===== config.mk =====
export PLATFORM = sky130hd
export DESIGN_NAME = cdu_mode_ctrl
export DESIGN_NICKNAME = d
export VERILOG_FILES = /design/src/rtl/cdu_mode_pkg.sv /design/src/rtl/cdu_phase_gen.sv /design/src/rtl/cdu_mode_ctrl.sv
export SDC_FILE = /design/constraint.sdc
export NUM_CORES = 1
export LEC_CHECK = 0
export CAP_MARGIN = 20
export CORE_AREA = 10 10 51 53
export CTS_BUF_LIST = sky130_fd_sc_hd__clkbuf_8
export CTS_CLUSTER_SIZE = 8
export DETAILED_ROUTE_END_ITERATION = 10
export DIE_AREA = 0 0 61 63
export PLACE_DENSITY = 0.81
export SYNTH_ARGS = -nofsm -noshare
export SYNTH_HDL_FRONTEND = slang
export SYNTH_SLANG_ARGS = --single-unit

===== constraint.sdc =====
create_clock -name clk -period 3.6 [get_ports clk]
set_input_delay 0.54 -clock clk [delete_from_list [all_inputs] [get_ports clk]]
set_output_delay 0.54 -clock clk [all_outputs]
set_load 0.02 [all_outputs]

===== src/rtl/cdu_mode_pkg.sv =====
// Shared types and constants for the CDU timing and moding sequencer.
package cdu_mode_pkg;

  typedef enum logic [1:0] {
    MODE_IDLE   = 2'd0,
    MODE_ZERO   = 2'd1,
    MODE_COARSE = 2'd2,
    MODE_FINE   = 2'd3
  } mode_t;

  localparam logic [1:0] PHASE_1 = 2'd0;
  localparam logic [1:0] PHASE_2 = 2'd1;
  localparam logic [1:0] PHASE_3 = 2'd2;
  localparam logic [1:0] PHASE_4 = 2'd3;

  function automatic int cycle_clks(int phase_div);
    return 4 * phase_div;
  endfunction

endpackage


===== src/rtl/cdu_phase_gen.sv =====
// Four-phase drive generator: divider, phase register, FAZ drives and cycle strobe.
module cdu_phase_gen #(
  parameter int PHASE_DIV = 2
) (
  input  logic       clk,
  input  logic       rst,
  output logic [3:0] faz_n_o,
  output logic       cycle_stb_o,
  output logic       boundary_o
);
  import cdu_mode_pkg::*;

  localparam int DW = (PHASE_DIV > 1) ? $clog2(PHASE_DIV) : 1;

  logic [DW-1:0] div_q, div_d;
  logic [1:0]    phase_q, phase_d;
  logic [3:0]    faz_n_q, faz_n_d;
  logic          stb_q;
  logic          div_wrap;

  assign div_wrap   = (div_q == DW'(PHASE_DIV - 1));
  // Combinational enable for the mode FSM: the coming edge enters phase 1.
  assign boundary_o = div_wrap && (phase_q == PHASE_4);

  always_comb begin
    // NOTE: every comb output gets a default first so no path can infer a latch.
    div_d   = div_q;
    phase_d = phase_q;
    if (div_wrap) begin
      div_d   = '0;
      phase_d = (phase_q == PHASE_4) ? PHASE_1 : phase_q + 2'd1;
    end else begin
      div_d   = div_q + 1'b1;
    end
  end

  always_comb begin
    faz_n_d = 4'b1111;
    case (phase_d)
      PHASE_1: faz_n_d = 4'b1110;
      PHASE_2: faz_n_d = 4'b1101;
      PHASE_3: faz_n_d = 4'b1011;
      PHASE_4: faz_n_d = 4'b0111;
      default: faz_n_d = 4'b1111;
    endcase
  end

  // Reset parks the generator at the end of phase 4 so the first edge enters phase 1.
  always_ff @(posedge clk or posedge rst) begin
    if (rst) begin
      // NOTE: sequential state uses non-blocking assignments only.
      div_q   <= DW'(PHASE_DIV - 1);
      phase_q <= PHASE_4;
      faz_n_q <= 4'b1111;
      stb_q   <= 1'b0;
    end else begin
      div_q   <= div_d;
      phase_q <= phase_d;
      faz_n_q <= faz_n_d;
      stb_q   <= boundary_o;
    end
  end

  assign faz_n_o     = faz_n_q;
  assign cycle_stb_o = stb_q;

endmodule


===== src/rtl/cdu_mode_ctrl.sv =====
// CDU timing and moding sequencer: phase drives plus boundary-aligned mode FSM.
module cdu_mode_ctrl #(
  parameter int PHASE_DIV = 2,
  parameter int ZERO_MIN  = 4
) (
  input  logic       clk,
  input  logic       rst,
  input  logic       AGCZ,
  input  logic       ISSZ,
  input  logic       AGCCA,
  input  logic       AGCEEC,
  output logic       FAZ1DR,
  output logic       FAZ2DR,
  output logic       FAZ3DR,
  output logic       FAZ4DR,
  output logic       AGCZDR_n,
  output logic       ISSZDR_n,
  output logic       CADR_n,
  output logic       EECDR_n,
  output logic [1:0] MODE,
  output logic       CYCLE_STB
);
  import cdu_mode_pkg::*;

  localparam int CW = $clog2(ZERO_MIN + 1);

  mode_t         mode_q, mode_d;
  logic [CW-1:0] cnt_q, cnt_d, cnt_dec;
  logic          za_q, za_d, zi_q, zi_d;
  logic [3:0]    drv_q, drv_d;
  logic [3:0]    faz_n;
  logic          boundary;
  logic          zero_req;

  cdu_phase_gen #(.PHASE_DIV(PHASE_DIV)) u_phase_gen (
    .clk         (clk),
    .rst         (rst),
    .faz_n_o     (faz_n),
    .cycle_stb_o (CYCLE_STB),
    .boundary_o  (boundary)
  );

  function automatic mode_t idle_eval(logic zr, logic ca, logic eec);
    if (zr)       return MODE_ZERO;
    else if (ca)  return MODE_COARSE;
    else if (eec) return MODE_FINE;
    else          return MODE_IDLE;
  endfunction

  assign zero_req = AGCZ | ISSZ;
  assign cnt_dec  = (cnt_q == '0) ? '0 : cnt_q - 1'b1;

  always_ff @(posedge clk or posedge rst) begin
    if (rst) begin
      mode_q <= MODE_IDLE;
      cnt_q  <= '0;
      za_q   <= 1'b0;
      zi_q   <= 1'b0;
      drv_q  <= 4'b1111;
    end else begin
      mode_q <= mode_d;
      cnt_q  <= cnt_d;
      za_q   <= za_d;
      zi_q   <= zi_d;
      drv_q  <= drv_d;
    end
  end

  always_comb begin
    mode_d = mode_q;
    cnt_d  = cnt_q;
    za_d   = za_q;
    zi_d   = zi_q;
    if (boundary) begin
      case (mode_q)
        MODE_IDLE: mode_d = idle_eval(zero_req, AGCCA, AGCEEC);
        MODE_ZERO: begin
          cnt_d = cnt_dec;
          za_d  = za_q | AGCZ;
          zi_d  = zi_q | ISSZ;
          if ((cnt_dec == '0) && !zero_req) mode_d = idle_eval(1'b0, AGCCA, AGCEEC);
        end
        MODE_COARSE: begin
          if (zero_req)   mode_d = MODE_ZERO;
          else if (!AGCCA) mode_d = AGCEEC ? MODE_FINE : MODE_IDLE;
        end
        MODE_FINE: begin
          if (zero_req)     mode_d = MODE_ZERO;
          else if (AGCCA)   mode_d = MODE_COARSE;
          else if (!AGCEEC) mode_d = MODE_IDLE;
        end
        default: mode_d = MODE_IDLE;
      endcase
      // Fresh episode: reload the minimum length and restart the sticky source flags.
      if ((mode_d == MODE_ZERO) && (mode_q != MODE_ZERO)) begin
        cnt_d = CW'(ZERO_MIN);
        za_d  = AGCZ;
        zi_d  = ISSZ;
      end
    end
  end

  always_comb begin
    drv_d = {!((mode_d == MODE_ZERO) && za_d),
             !((mode_d == MODE_ZERO) && zi_d),
             !(mode_d == MODE_COARSE),
             !((mode_d == MODE_COARSE) || (mode_d == MODE_FINE))};
  end

  assign {FAZ4DR, FAZ3DR, FAZ2DR, FAZ1DR}     = faz_n;
  assign {AGCZDR_n, ISSZDR_n, CADR_n, EECDR_n} = drv_q;
  assign MODE                                  = mode_q;

endmodule


==> results.md, run 1 <==
* Outcome: complete, no violations
* Seq/Total Area, Yosys at about 57%
* Worst r2r path cells at 7
* WP data required at ~3 ns
* Pwr/cell area at 374.8 nW/µm²
* Leak at ~0.00054 µW
* Gr usage total at under 10%
* Fin. max-slew vios at 0
* Setup TNS at 0 ns
* Post-DP HPWL at ~1200 µm
* Setup Crit Path Kind: reg -> out
* Critical path startpoint category: flop
* Max_slew headroom at roughly 56%
* Ports at 17
* First-pass GRT wire length at 2594 µm
* Non-filler cells in the finished layout at about 120
* Buffer count from post-CTS setup fixing at 0
* Die X at ~61 µm
* Port Buffers at 16
* Footprint of the multi-input gates at ~330 µm²
* Clock latency on the worst-skew pair at about 0.24 ns
* Die area at roughly 3800 µm²
* Share of cells above drive strength 1 at a little over a fifth
* Synth area leaders: dfstp_2 34%, dfrtp_1 23%, a22o_1 5.1%
* FILL cells at ~140
* Avg Cell Area, Syn at approximately 11 µm²
* DRC at 0
* Reg2Reg Launch Point: cnt_q[0]$_DFFE_PP0P_
* Hold Path End: u_phase_gen.div_q$_DFF_PP1_
* WL final at approximately 1600 µm
* Reg2reg end: MODE[1]$_DFF_PP0_
* YS warnings at 0
* Max_cap viols at 0
* H-tree depth at 1
* Final Hold Fails at 0
* Crit share post-route at approximately 53%
* Yosys cell types at 21
* Reg2Reg Setup Slack at 1.88 ns
* Worst VDD drop at between 0.2 and 0.3 mV
* CTS tree: yes
* Area Growth Syn to Fin at 26.42%
* Crit end category: output port
* Hold buffers post-CTS at 0
* CP Buf/Inv Count at 1
* Routed length per placed instance at 13.80 µm
* Vias in the first global route at between 500 and 600
* CTS root buffer: clkbuf_8
* Worst-path cell chain: clkdlybuf4s50_1
* Skew final at between 0.006 and 0.007 ns
* Core area at between 1500 and 2000 µm²
* Worst Hold Slack at around 0.51 ns
* Antenna-violating nets left at 0
* Top-area cell type share of the netlist area at around a third
* DR pass1 iterations at 4
* Largest net degree at the start of global routing at 20
* Row cnt at 15
* Setup violators final at 0
* Starting Density at approximately half
* Vias at about 630
* Die H at between 60 and 70 µm
* Final core utilization at about two thirds
* Gr ovfl total at 0
* CTS Buf Count at 3
* Reg area at 489.2 µm²
* Type of the tightest min-delay check: reg -> reg
* Worst-Margin Slew at ~0.66 ns
* Mapped Cells at 78
* Vias per std cell at approximately 5.5
* CP peak stage delay at 0.60 ns
* Initial DRC count at 5
* Area leader, netlist: dfstp_2
* Gpl congestion at about 0.75
* Mapped Nets at 87
* Final nets at about 110
* Register bit total from synthesis at 19
* Inserted Diodes at 0
* Crit-path leading delay family: buffers and inverters
* Clk sinks at 19
* Initial antenna violation count at 0
* Hold path start: u_phase_gen.div_q$_DFF_PP1_
* Synth Cell Area at 857.1 µm²
* Hold path cells at 1
* Maximum achievable frequency at 526.7 MHz
* CP Max Fanout at 1
* Post-cts sizing count at 0
* Placed Cells at about 110
* Slowest cell on crit path: clkdlybuf4s50_1
* Minimum clock period at roughly 1.9 ns
* Unrepaired setup endpoints after global routing: no
* CP Data Arrival Time at 1.36 ns
* CTS max path bufs at 2
* Clock transition at the registers of the reported paths at ~0.070 ns
==> worst max-delay path by stage <==
| stage | from | endpoint | slack, ns | cells after the start |
|---|---|---|---|---|
| final | drv_q[1]$_DFF_PP1_ | CADR_n | 1.70 | 1 |
| after floorplan | cnt_q[0]$_DFFE_PP0P_ | MODE[0]$_DFF_PP0_ | 2.14 | 7 |
| after global placement | AGCZ | drv_q[1]$_DFF_PP1_ | 1.92 | 5 |
| after CTS | drv_q[2]$_DFF_PP1_ | ISSZDR_n | 1.69 | 1 |
| after global routing | drv_q[2]$_DFF_PP1_ | ISSZDR_n | 1.66 | 1 |
| after detailed placement | AGCZ | drv_q[1]$_DFF_PP1_ | 1.89 | 5 |
==> state kept, by name (all words and copies together), names as in the netlist <==
name / cells
u_phase_gen.cycle_stb_o: 1
u_phase_gen.phase_q: 2
MODE: 2
u_phase_gen.div_q: 1
za_q: 1
u_phase_gen.faz_n_o: 4
drv_q: 4
zi_q: 1
cnt_q: 3
==> per-layer routing <==
layer | part of all wire, % | routed length [µm] | global-route usage (%) | vias up
met5 | 0 | 0 | 0 | -
met4 | 1.7 | 27 | 3.846 | 0
met3 | 9.5 | 150 | 3.252 | 4
met2 | 46 | 732 | 13.01 | 13
met1 | 43 | 677 | 10.24 | 308
li1 | - | - | - | 306
==> cells in the final DEF, fill, tap and decap left out, drive strengths merged, types with 3 or more instances in the layout <==
| cell type | Yosys | layout |
|---|---|---|
| clkdlybuf4s50 | 0 | 16 |
| dfstp | 11 | 11 |
| nand2 | 11 | 11 |
| inv | 8 | 9 |
| dfrtp | 8 | 8 |
| nor2 | 8 | 8 |
| a21oi | 7 | 7 |
| a22o | 5 | 5 |
| nand2b | 3 | 3 |
| o21ai | 3 | 3 |
| ha | 3 | 3 |
| clkbuf | 0 | 3 |
==> metrics by stage <==
stage          instance area (µm²)  setup WS (ns)  power [µW]
2_1_floorplan                857.1          2.137       254.1
3_5_place_dp                  1039          1.891       274.6
3_3_place_gp                  1039          1.922       273.6
6_report                      1084          1.701       406.1
4_1_cts                       1084          1.687       411.3
5_1_grt                       1084          1.657       424.7
==> power breakdown <==
group	switching [µW]	total [µW]	internal, µW
clock network	60.1	135	75.4
registers	4.27	227	222
logic	23.6	43.9	20.2
==> Yosys cell counts <==
master / number
a211oi_1: 1
a21o_1: 2
a21oi_1: 7
a22o_1: 5
a22oi_1: 1
clkinv_4: 1
dfrtp_1: 8
dfstp_2: 11
ha_1: 3
inv_1: 8
mux2i_1: 2
nand2_1: 9
nand2_4: 2
nand2b_1: 3
nand3_2: 1
nor2_1: 6
nor2_2: 2
nor2b_1: 1
nor3_1: 1
o21ai_1: 3
o41ai_2: 1
==> layout make-up <==
cell class                 instances  share of cell area, %
sequential                        19                  45.15
multi-input combinational         50                  30.37
timing repair buffer              16                  14.78
clock buffer                       3                  3.811
inverter                           9                  3.580
tap                               17                  1.963
clock inverter                     1                 0.3464
==> cells by family after synthesis <==
family / after synthesis / share of synthesized area (%)
buffers and inverters: 9 / 4.526
adders and majority gates: 3 / 4.380
and+or+nand+nor: 25 / 15.33
muxes: 2 / 2.336
AOI/OAI and AO/OA: 20 / 16.35
DFF: 19 / 57.08
No activity file was read; power rests on OpenSTA's default activity.
==> run 2: changes to the inputs <==
--- a/config.mk
+++ b/config.mk
@@ -6,12 +6,12 @@
 export NUM_CORES = 1
 export LEC_CHECK = 0
 export CAP_MARGIN = 20
-export CORE_AREA = 10 10 51 53
+export CORE_AREA = 10 10 54 56
 export CTS_BUF_LIST = sky130_fd_sc_hd__clkbuf_8
 export CTS_CLUSTER_SIZE = 8
 export DETAILED_ROUTE_END_ITERATION = 10
-export DIE_AREA = 0 0 61 63
-export PLACE_DENSITY = 0.81
+export DIE_AREA = 0 0 64 66
+export PLACE_DENSITY = 0.74
 export SYNTH_ARGS = -nofsm -noshare
 export SYNTH_HDL_FRONTEND = slang
 export SYNTH_SLANG_ARGS = --single-unit
==> constraint.sdc (replaced) <==
create_clock -name clk -period 1.65 [get_ports clk]
set_input_delay 0.2475 -clock clk [delete_from_list [all_inputs] [get_ports clk]]
set_output_delay 0.2475 -clock clk [all_outputs]
set_load 0.02 [all_outputs]
==> run 2 against run 1 <==
Against the previous run: sequential share of layout area decreased by 1.6 points; largest cell class unchanged; routed wire length increased by 1.0%; critical endpoint is now FAZ4DR; register-to-register slack got worse by 1.7 ns; hold slack got worse by 0.19 ns; clock-buffer cell count unchanged; die area increased by 9.9%; utilization decreased by 6.5 points; flip-flop and latch count unchanged.
==> results.md, run 2 (synthesis results as in run 1) <==
* Outcome: complete, no violations
* CTS root buffer: clkbuf_8
* Row cnt at 16
* Vias per std cell at roughly 4.9
* CTS max path bufs at 2
* Clock latency on the worst-skew pair at 0.25 ns
* Final nets at 110
* Vias in the first global route at roughly 630
* Die H at roughly 66 µm
* CP Data Arrival Time at between 1 and 1.5 ns
* Inserted Diodes at 0
* Routed length per placed instance at 12.62 µm
* CP Buf/Inv Count at 1
* Gpl congestion at between 0.7 and 0.8
* Reg area at 489.2 µm²
* Worst VDD drop at around 0.57 mV
* Worst-path cell chain: clkdlybuf4s50_1
* Psw at 208.1 µW
* Max_cap viols at 0
* Leak at 0.0005738 µW
* Flop pwr share at a little over half
* WP data required at roughly 1.4 ns
* Core area at roughly 1900 µm²
* CP peak stage delay at about 0.60 ns
* Final Hold Fails at 0
* Clk pwr share at about a third
* Worst-Margin Slew at 0.3210 ns
* Gr ovfl total at 0
* Clock transition at the registers of the reported paths at 0.07 ns
* Maximum achievable frequency at just over 600 MHz
* DRC at 0
* Vias at 628
* Die X at ~64 µm
* Ports at 17
* Crit end category: output port
* Clk sinks at 19
* Hold buffers post-CTS at 0
* Antenna-violating nets left at 0
* Setup TNS at 0 ns
* First-pass GRT wire length at roughly 2700 µm
* Placed Cells at roughly 120
* Total power at ~910 µW
* Die area at about 4200 µm²
* Crit-path leading delay family: buffers and inverters
* Gr usage total at slightly below 8%
* Type of the tightest min-delay check: in -> async
* DR pass1 iterations at 4
* H-tree depth at 1
* Max_slew headroom at 78.56%
* Footprint of the multi-input gates at between 300 and 400 µm²
* Switching share of power at 22.94%
* Largest net degree at the start of global routing at 20
* WL final at between 1500 and 2000 µm
* Commonest non-fill, non-tap cells in the layout: 13 x clkdlybuf4s50_1, 11 x dfstp_2, 9 x nand2_1
* Skew final at around 0.0032 ns
* Crit path from: u_phase_gen.faz_n_o[3]$_DFF_PP1_
* CP Max Fanout at 1
* Starting Density at a little under half
* Leading cell type in the layout, fill and taps excluded: clkdlybuf4s50_1
* Share of cells above drive strength 1 at 25.00%
* CTS tree: yes
* Crit share post-route at between 90% and 100%
* Unrepaired setup endpoints after global routing: no
* Int Power at 698.9 µW
* Reg2Reg Launch Point: cnt_q[0]$_DFFE_PP0P_
* Port Buffers at 16
* Pwr/cell area at 807.2 nW/µm²
* Initial antenna violation count at 0
* Setup Crit Path Kind: reg -> out
* Slowest cell on crit path: clkdlybuf4s50_1
* Initial DRC count at 9
* Non-filler cells in the finished layout at between 100 and 150
* FILL cells at between 150 and 200
* Worst Hold Slack at about 0.32 ns
* Post-DP HPWL at roughly 1200 µm
* Area Growth Syn to Fin at 31.10%
* Setup violators final at 0
* Fin. max-slew vios at 0
* Minimum clock period at roughly 1.6 ns
* CTS Buf Count at 3
* Critical path startpoint category: flop
* Logic pwr share at between 10% and 20%
==> run 2: layout make-up <==
| cell class | count | share of cell area [%] |
|---|---|---|
| clock inverter | 1 | 0.4454 |
| tap | 27 | 3.007 |
| inverter | 9 | 3.452 |
| multi-input combinational | 50 | 29.62 |
| timing repair buffer | 18 | 16.26 |
| sequential | 19 | 43.54 |
| clock buffer | 3 | 3.675 |
==> run 2: final timing paths <==
path,endpoint,slack (ns),cells past startpoint
max reg2reg,MODE[1]$_DFF_PP0_,0.17,7
min reg2reg,u_phase_gen.div_q$_DFF_PP1_,0.49,1
min in group clk,u_phase_gen.div_q$_DFF_PP1_,0.49,1
min,MODE[1]$_DFF_PP0_,0.32,3
max in group asynchronous,drv_q[3]$_DFF_PP1_,1.08,3
max,FAZ4DR,0.04,1
==> run 2: per-stage QoR <==
stage          instance area [µm²]  util [%]  setup WS, ns
6_report                      1124     59.08       0.03881
5_1_grt                       1124     59.08     0.0005861
4_1_cts                       1112     58.49       0.01346
3_5_place_dp                  1066     56.05       0.09726
3_3_place_gp                  1066     56.05        0.1473
2_1_floorplan                857.1         -        0.1872
==> run 2: power groups by stage <==
stage               sequential (µW)  combinational (µW)  clock (µW)
floorplan                       513                41.0           0
global placement                501                97.4           0
detailed placement              503                98.9           0
CTS                             495                99.7         319
global route                    497                 110         342
finish                          495                99.6         313
==> run 2: per-layer routing <==
layer / up-vias / global-route usage (%) / wire length [µm]
li1: 305 / - / -
met1: 297 / 9.055 / 710
met2: 20 / 12.06 / 764
met3: 6 / 2.203 / 80
met4: 0 / 6.284 / 48
met5: - / 0 / 0
==> run 2: repair_timing <==
action	in CTS	in global routing
buffers inserted	0	0
resized for setup	0	4
endpoints found under the setup margin	0	6
==> RTL change 1, RTL diff (flow settings as in run 1) <==
`PHASE_DIV` is set to 2 in 2 places; all go to 4.
--- a/src/rtl/cdu_phase_gen.sv
+++ b/src/rtl/cdu_phase_gen.sv
@@ -2,3 +2,3 @@
 module cdu_phase_gen #(
-  parameter int PHASE_DIV = 2
+  parameter int PHASE_DIV = 4
 ) (
--- a/src/rtl/cdu_mode_ctrl.sv
+++ b/src/rtl/cdu_mode_ctrl.sv
@@ -2,3 +2,3 @@
 module cdu_mode_ctrl #(
-  parameter int PHASE_DIV = 2,
+  parameter int PHASE_DIV = 4,
   parameter int ZERO_MIN  = 4
Function: changed (a bounded check fails within 4 cycles, from zero or initial values and one cycle with rst high).
==> RTL change 1 against run 1 <==
  * Sequential cell count rose by 1
  * Critical endpoint is now FAZ2DR
  * Total power is 24% higher
  * Synthesized cell count fell by 7.7%
  * Clock skew decreased by 0.00061 ns
  * Global-route usage decreased by 0.77 points
  * Via count shrank 8.4%
  * Hold slack worse by 0.00082 ns
  * Wire length shrank 4.9%
  * Design area increased by 1.7%
  * Sequential share of layout area rose by 1.6 points
  * Core utilization is 1.1 points higher
  * Setup slack worse by 0.015 ns
  * Area after synthesis shrank 0.88%
==> RTL change 1: results (changes against run 1) <==
Yosys
  – Post-Synth Adder-Cell Area: 0.0589 (was 0.0438)
  – Count of cell types in the netlist: 26 (was 21)
  – Xor/xnor share of the synthesized area: 0 (unchanged)
  – Synth top cells by count: dfstp_2 (12), dfrtp_1 (8), inv_1 (7), nand2_1 (7), nor2_1 (5) (was dfstp_2 (11), nand2_1 (9), dfrtp_1 (8), inv_1 (8), a21oi_1 (7))
  – Area share of the largest cell type after synthesis: 0.371 (was 0.337)
  – Mux contribution to synthesized area: 0.0250 (was 0.0234)
  – Syn nets: 82 (was 87)
  – Sequential share of the synthesized area: 0.607 (was 0.571)
  – Top cells by area, synth: dfstp_2 (37%), dfrtp_1 (24%), ha_1 (5.9%) (was dfstp_2 (34%), dfrtp_1 (23%), a22o_1 (5.1%))
  – Compound-cell area share of the yosys netlist: 0.125 (was 0.164)

Finish
  – Layout cells sized above 1: 0.239 (was 0.214)
  – # fillers: 119 (was 135)
  – Nets@finish: 103 (was 108)

Power and ir drop
  – Leak: 0.497 nW (was 0.535 nW)
  – Clock power share: 0.435 (was 0.334)
  – Peak VDD IR: 0.278 mV (was 0.259 mV)
  – Combinational group share of total power: 0.090 (was 0.108)

Detailed routing
  – DR iter-0 viols: 7 (was 5)
  – Via count: 578 (was 631)

Global routing
  – GRT Total Usage: 0.0781 (was 0.0857)
  – Number of global-route vias before repair: 535 (was 576)

Placed design
  – Post-DP Area: 1030 um2 (was 1040 um2)
  – Final GP Congestion: 0.725 (was 0.748)
  – Placed wire-length estimate: 1180 um (about the same)

Setup path
  – Worst Setup EP: FAZ2DR (was CADR_n)
  – Reg2reg setup slack: 1.84 ns (was 1.88 ns)
  – Crit path from: u_phase_gen.faz_n_o[1] (was drv_q[1])
  – Worst flop-to-flop path endpoint: MODE[0] (was MODE[1])
  – Worst r2r src: cnt_q[1] (was cnt_q[0])

Timing
  – Worst slew margin: 0.522 (was 0.559)
  – Fin Clk Skew: 0.00539 ns (was 0.00600 ns)
  – Hold_ws: 0.504 ns (was 0.505 ns)

Status
  – Status: finished, final reports clean (unchanged)

Min path
  – Hold path startpoint: u_phase_gen.div_q[0] (was u_phase_gen.div_q)
  – WHS Endpoint: u_phase_gen.div_q[0] (was u_phase_gen.div_q)
-- RTL change 1: cell types whose count changed in the layout (fill, tap and decap cells not counted), moves of 3 or more --
| cell | delta |
|---|---|
| a21oi_1 | -6 |
| a22o_1 | -5 |
| o21ai_0 | +4 |
| o21ai_1 | -3 |
-- RTL change 1: kinds of logic (layout without fill, tap and decap cells) --
family | Yosys count | after routing
adders and majority gates | 4 | 4
muxes | 2 | 2
buffers and inverters | 7 | 27
and+or+nand+nor | 25 | 25
AOI/OAI and AO/OA | 14 | 14
DFF | 20 | 20
-- RTL change 1: stage by stage --
| step | utilization | setup WS [ns] | power (W) | cells |
|---|---|---|---|---|
| 2_1_floorplan | - | 2.00 | 0.000270 | 72 |
| 3_3_place_gp | 0.624 | 1.95 | 0.000286 | 105 |
| 3_5_place_dp | 0.624 | 1.84 | 0.000288 | 105 |
| 4_1_cts | 0.667 | 1.68 | 0.000508 | 109 |
| 5_1_grt | 0.667 | 1.65 | 0.000519 | 109 |
| 6_report | 0.667 | 1.69 | 0.000503 | 109 |
-- RTL change 1: area by class of cell --
type,instances,area [um2],area share
flip-flops and latches,20,515,0.468
well taps,17,21.3,0.0193
clock inverters,1,30.0,0.0272
multi-input cells,45,308,0.279
clock buffers,3,41.3,0.0375
repair buffers,16,160,0.145
inverters,7,26.3,0.0238
-- RTL change 1: per-layer routing --
metal / vias up / GRT usage / wire [um] / share of wire
met5: - / 0 / 0 / 0
met1: 286 / 0.0863 / 654 / 0.43
li1: 286 / - / - / -
met3: 0 / 0.0285 / 74 / 0.049
met2: 6 / 0.131 / 780 / 0.52
met4: 0 / 0.0247 / 0 / 0
==> RTL change 2, RTL diff (config.mk and constraints of run 1) <==
Made on the original files. Put a register stage on the output `AGCZDR_n`. The value now appears one clock later. The other outputs are not delayed to match.
--- a/src/rtl/cdu_mode_ctrl.sv
+++ b/src/rtl/cdu_mode_ctrl.sv
@@ -25,2 +25,4 @@
   localparam int CW = $clog2(ZERO_MIN + 1);
+
+  logic AGCZDR_n_d;
 
@@ -110,4 +112,8 @@
   assign {FAZ4DR, FAZ3DR, FAZ2DR, FAZ1DR}     = faz_n;
-  assign {AGCZDR_n, ISSZDR_n, CADR_n, EECDR_n} = drv_q;
+  assign {AGCZDR_n_d, ISSZDR_n, CADR_n, EECDR_n} = drv_q;
   assign MODE                                  = mode_q;
+
+  always_ff @(posedge clk) begin
+    AGCZDR_n <= AGCZDR_n_d;
+  end
 
Function: changed (a bounded check fails within 4 cycles, from zero or initial values and one cycle with rst high).
==> RTL change 2 against run 1 <==
  * Total power rose by 9.3%
  * Maximum frequency shrank 0.31%
  * Cell count increased by 0.87%
  * Design area rose by 2.8%
  * Core utilization rose by 1.8 points
  * Setup slack got worse by 0.0060 ns
  * Wire length fell by 2.3%
  * Area after synthesis up 2.3%
  * Sequential cell count increased by 1
  * Critical endpoint is now ISSZDR_n
  * Largest cell class unchanged
==> RTL change 2: results (changes against run 1) <==
Status
  – Status: finished, final reports clean (unchanged)

Yosys
  – Synthesis Warnings: 0 (unchanged)
  – Sequential share of the synthesized area: 0.581 (was 0.571)
  – Syn nets: 88 (was 87)
  – Count of cell types in the netlist: 22 (was 21)
  – FFs w/ async S/R, synth: 0.950 (was 1.00)
  – Synth top cells by count: dfstp_2 (11), nand2_1 (9), dfrtp_1 (8), inv_1 (8), a21oi_1 (7) (unchanged)
  – Synth Flop Type: dfstp_2 (unchanged)
  – Top cells by area, synth: dfstp_2 (33%), dfrtp_1 (23%), a22o_1 (5.0%) (was dfstp_2 (34%), dfrtp_1 (23%), a22o_1 (5.1%))

Detailed routing
  – Total length of routed wires: 1550 um (was 1590 um)
  – DR iter-0 viols: 30 (was 5)
  – Drt pass-1 iters: 5 (was 4)
  – Post-route DRC: 0 (unchanged)
  – Via count: 620 (was 631)

Global routing
  – Number of global-route vias before repair: 616 (was 576)
  – GRT Total Usage: 0.0863 (was 0.0857)
  – Largest net degree at the start of global routing: 20 (unchanged)
  – First-pass GRT wire length: 2700 um (was 2590 um)
  – Initial antenna violation count: 0 (unchanged)

Timing
  – Hold_ws: 0.397 ns (was 0.505 ns)
  – Worst slew margin: 0.562 (was 0.559)
  – Fin Clk Skew: 0.00209 ns (was 0.00600 ns)

Clocking
  – CTS root buffer: clkbuf_8 (unchanged)
  – Post-cts gate resize count: 0 (unchanged)
  – Cts bufs inserted: 3 (unchanged)
  – Post-CTS Setup Bufs: 0 (unchanged)
  – Clk slew on worst S/H paths: 0.07 ns (about the same)
  – Clk_lat worst skew: 0.25 ns
  – Htree depth: 1 (unchanged)

Min path
  – Hold Crit Class: flop to flop (unchanged)
  – Hold-critical path depth: 0 (was 1)
  – WHS Endpoint: AGCZDR_n (was u_phase_gen.div_q)
  – Hold path startpoint: drv_q[3] (was u_phase_gen.div_q)

Finish
  – Layout cells sized above 1: 0.222 (was 0.214)
  – # fillers: 129 (was 135)
  – Nets@finish: 109 (was 108)
  – Ant diodes: 0 (unchanged)

Power and ir drop
  – Leak: 0.546 nW (was 0.535 nW)
  – Peak VDD IR: 0.213 mV (was 0.259 mV)

Setup path
  – Slowest stage delay, CP: 0.60 ns (about the same)
  – Reg2reg setup slack: 1.95 ns (was 1.88 ns)
  – Worst flop-to-flop path endpoint: MODE[0] (was MODE[1])
  – Worst r2r src: cnt_q[0] (unchanged)
  – Crit path arrival time: 1.36 ns (about the same)
  – Slowest CP cell: clkdlybuf4s50_1 (unchanged)
  – Critical path's top delay family: buffers and inverters (unchanged)
  – Worst-case reg-to-reg path depth: 7 (unchanged)

Placed design
  – Placed wire-length estimate: 1220 um (was 1180 um)
  – PortBufs: 16 (unchanged)
  – Final GP Congestion: 0.749 (was 0.748)
==> RTL change 2: cell types whose count changed after synthesis, sizes merged <==
cell	delta
dfxtp	+1
==> RTL change 2: worst max path at each step <==
stage	startpoint	to	slack, ns	depth (start not counted)
floorplan	cnt_q[0]	MODE[0]	2.14	7
global placement	AGCZ	drv_q[1]	1.92	5
detailed placement	AGCZ	drv_q[1]	1.89	5
CTS	drv_q[2]	ISSZDR_n	1.68	1
global route	drv_q[0]	EECDR_n	1.66	1
finish	drv_q[2]	ISSZDR_n	1.70	1
==> RTL change 2: final cells by class <==
class / count / share of cell area
well taps: 17 / 0.0191
inverters: 9 / 0.0348
repair buffers: 16 / 0.144
clock buffers: 4 / 0.0494
multi-input cells: 50 / 0.296
flip-flops and latches: 20 / 0.457
==> RTL change 2: where the power goes <==
part,internal (W),leakage [nW],switching (W)
Sequential,0.000235,0.221,0.00000463
Combinational,0.0000199,0.296,0.0000234
Clock,0.0000969,0.0288,0.0000644
==> RTL change 2: cell families after synthesis <==
| family | after synthesis | share of synthesized area |
|---|---|---|
| adders and majority gates | 3 | 0.0428 |
| DFF | 20 | 0.581 |
| and+or+nand+nor | 25 | 0.150 |
| AOI/OAI and AO/OA | 20 | 0.160 |
| buffers and inverters | 9 | 0.0442 |
| muxes | 2 | 0.0228 |
==> RTL change 2: metal layers <==
layer	share of wire	global-route usage
met1	0.42	0.102
met2	0.49	0.142
met3	0.087	0.0224
met4	0.0084	0.0330
met5	0	0
==> RTL change 2: stage by stage <==
step / instances / area, um2 / util / setup slack [ns]
finish: 116 / 1110 / 0.674 / 1.70
global route: 116 / 1110 / 0.674 / 1.66
CTS: 116 / 1110 / 0.674 / 1.68
detailed placement: 112 / 1060 / 0.641 / 1.89
global placement: 112 / 1060 / 0.641 / 1.92
floorplan: 79 / 877 / - / 2.14
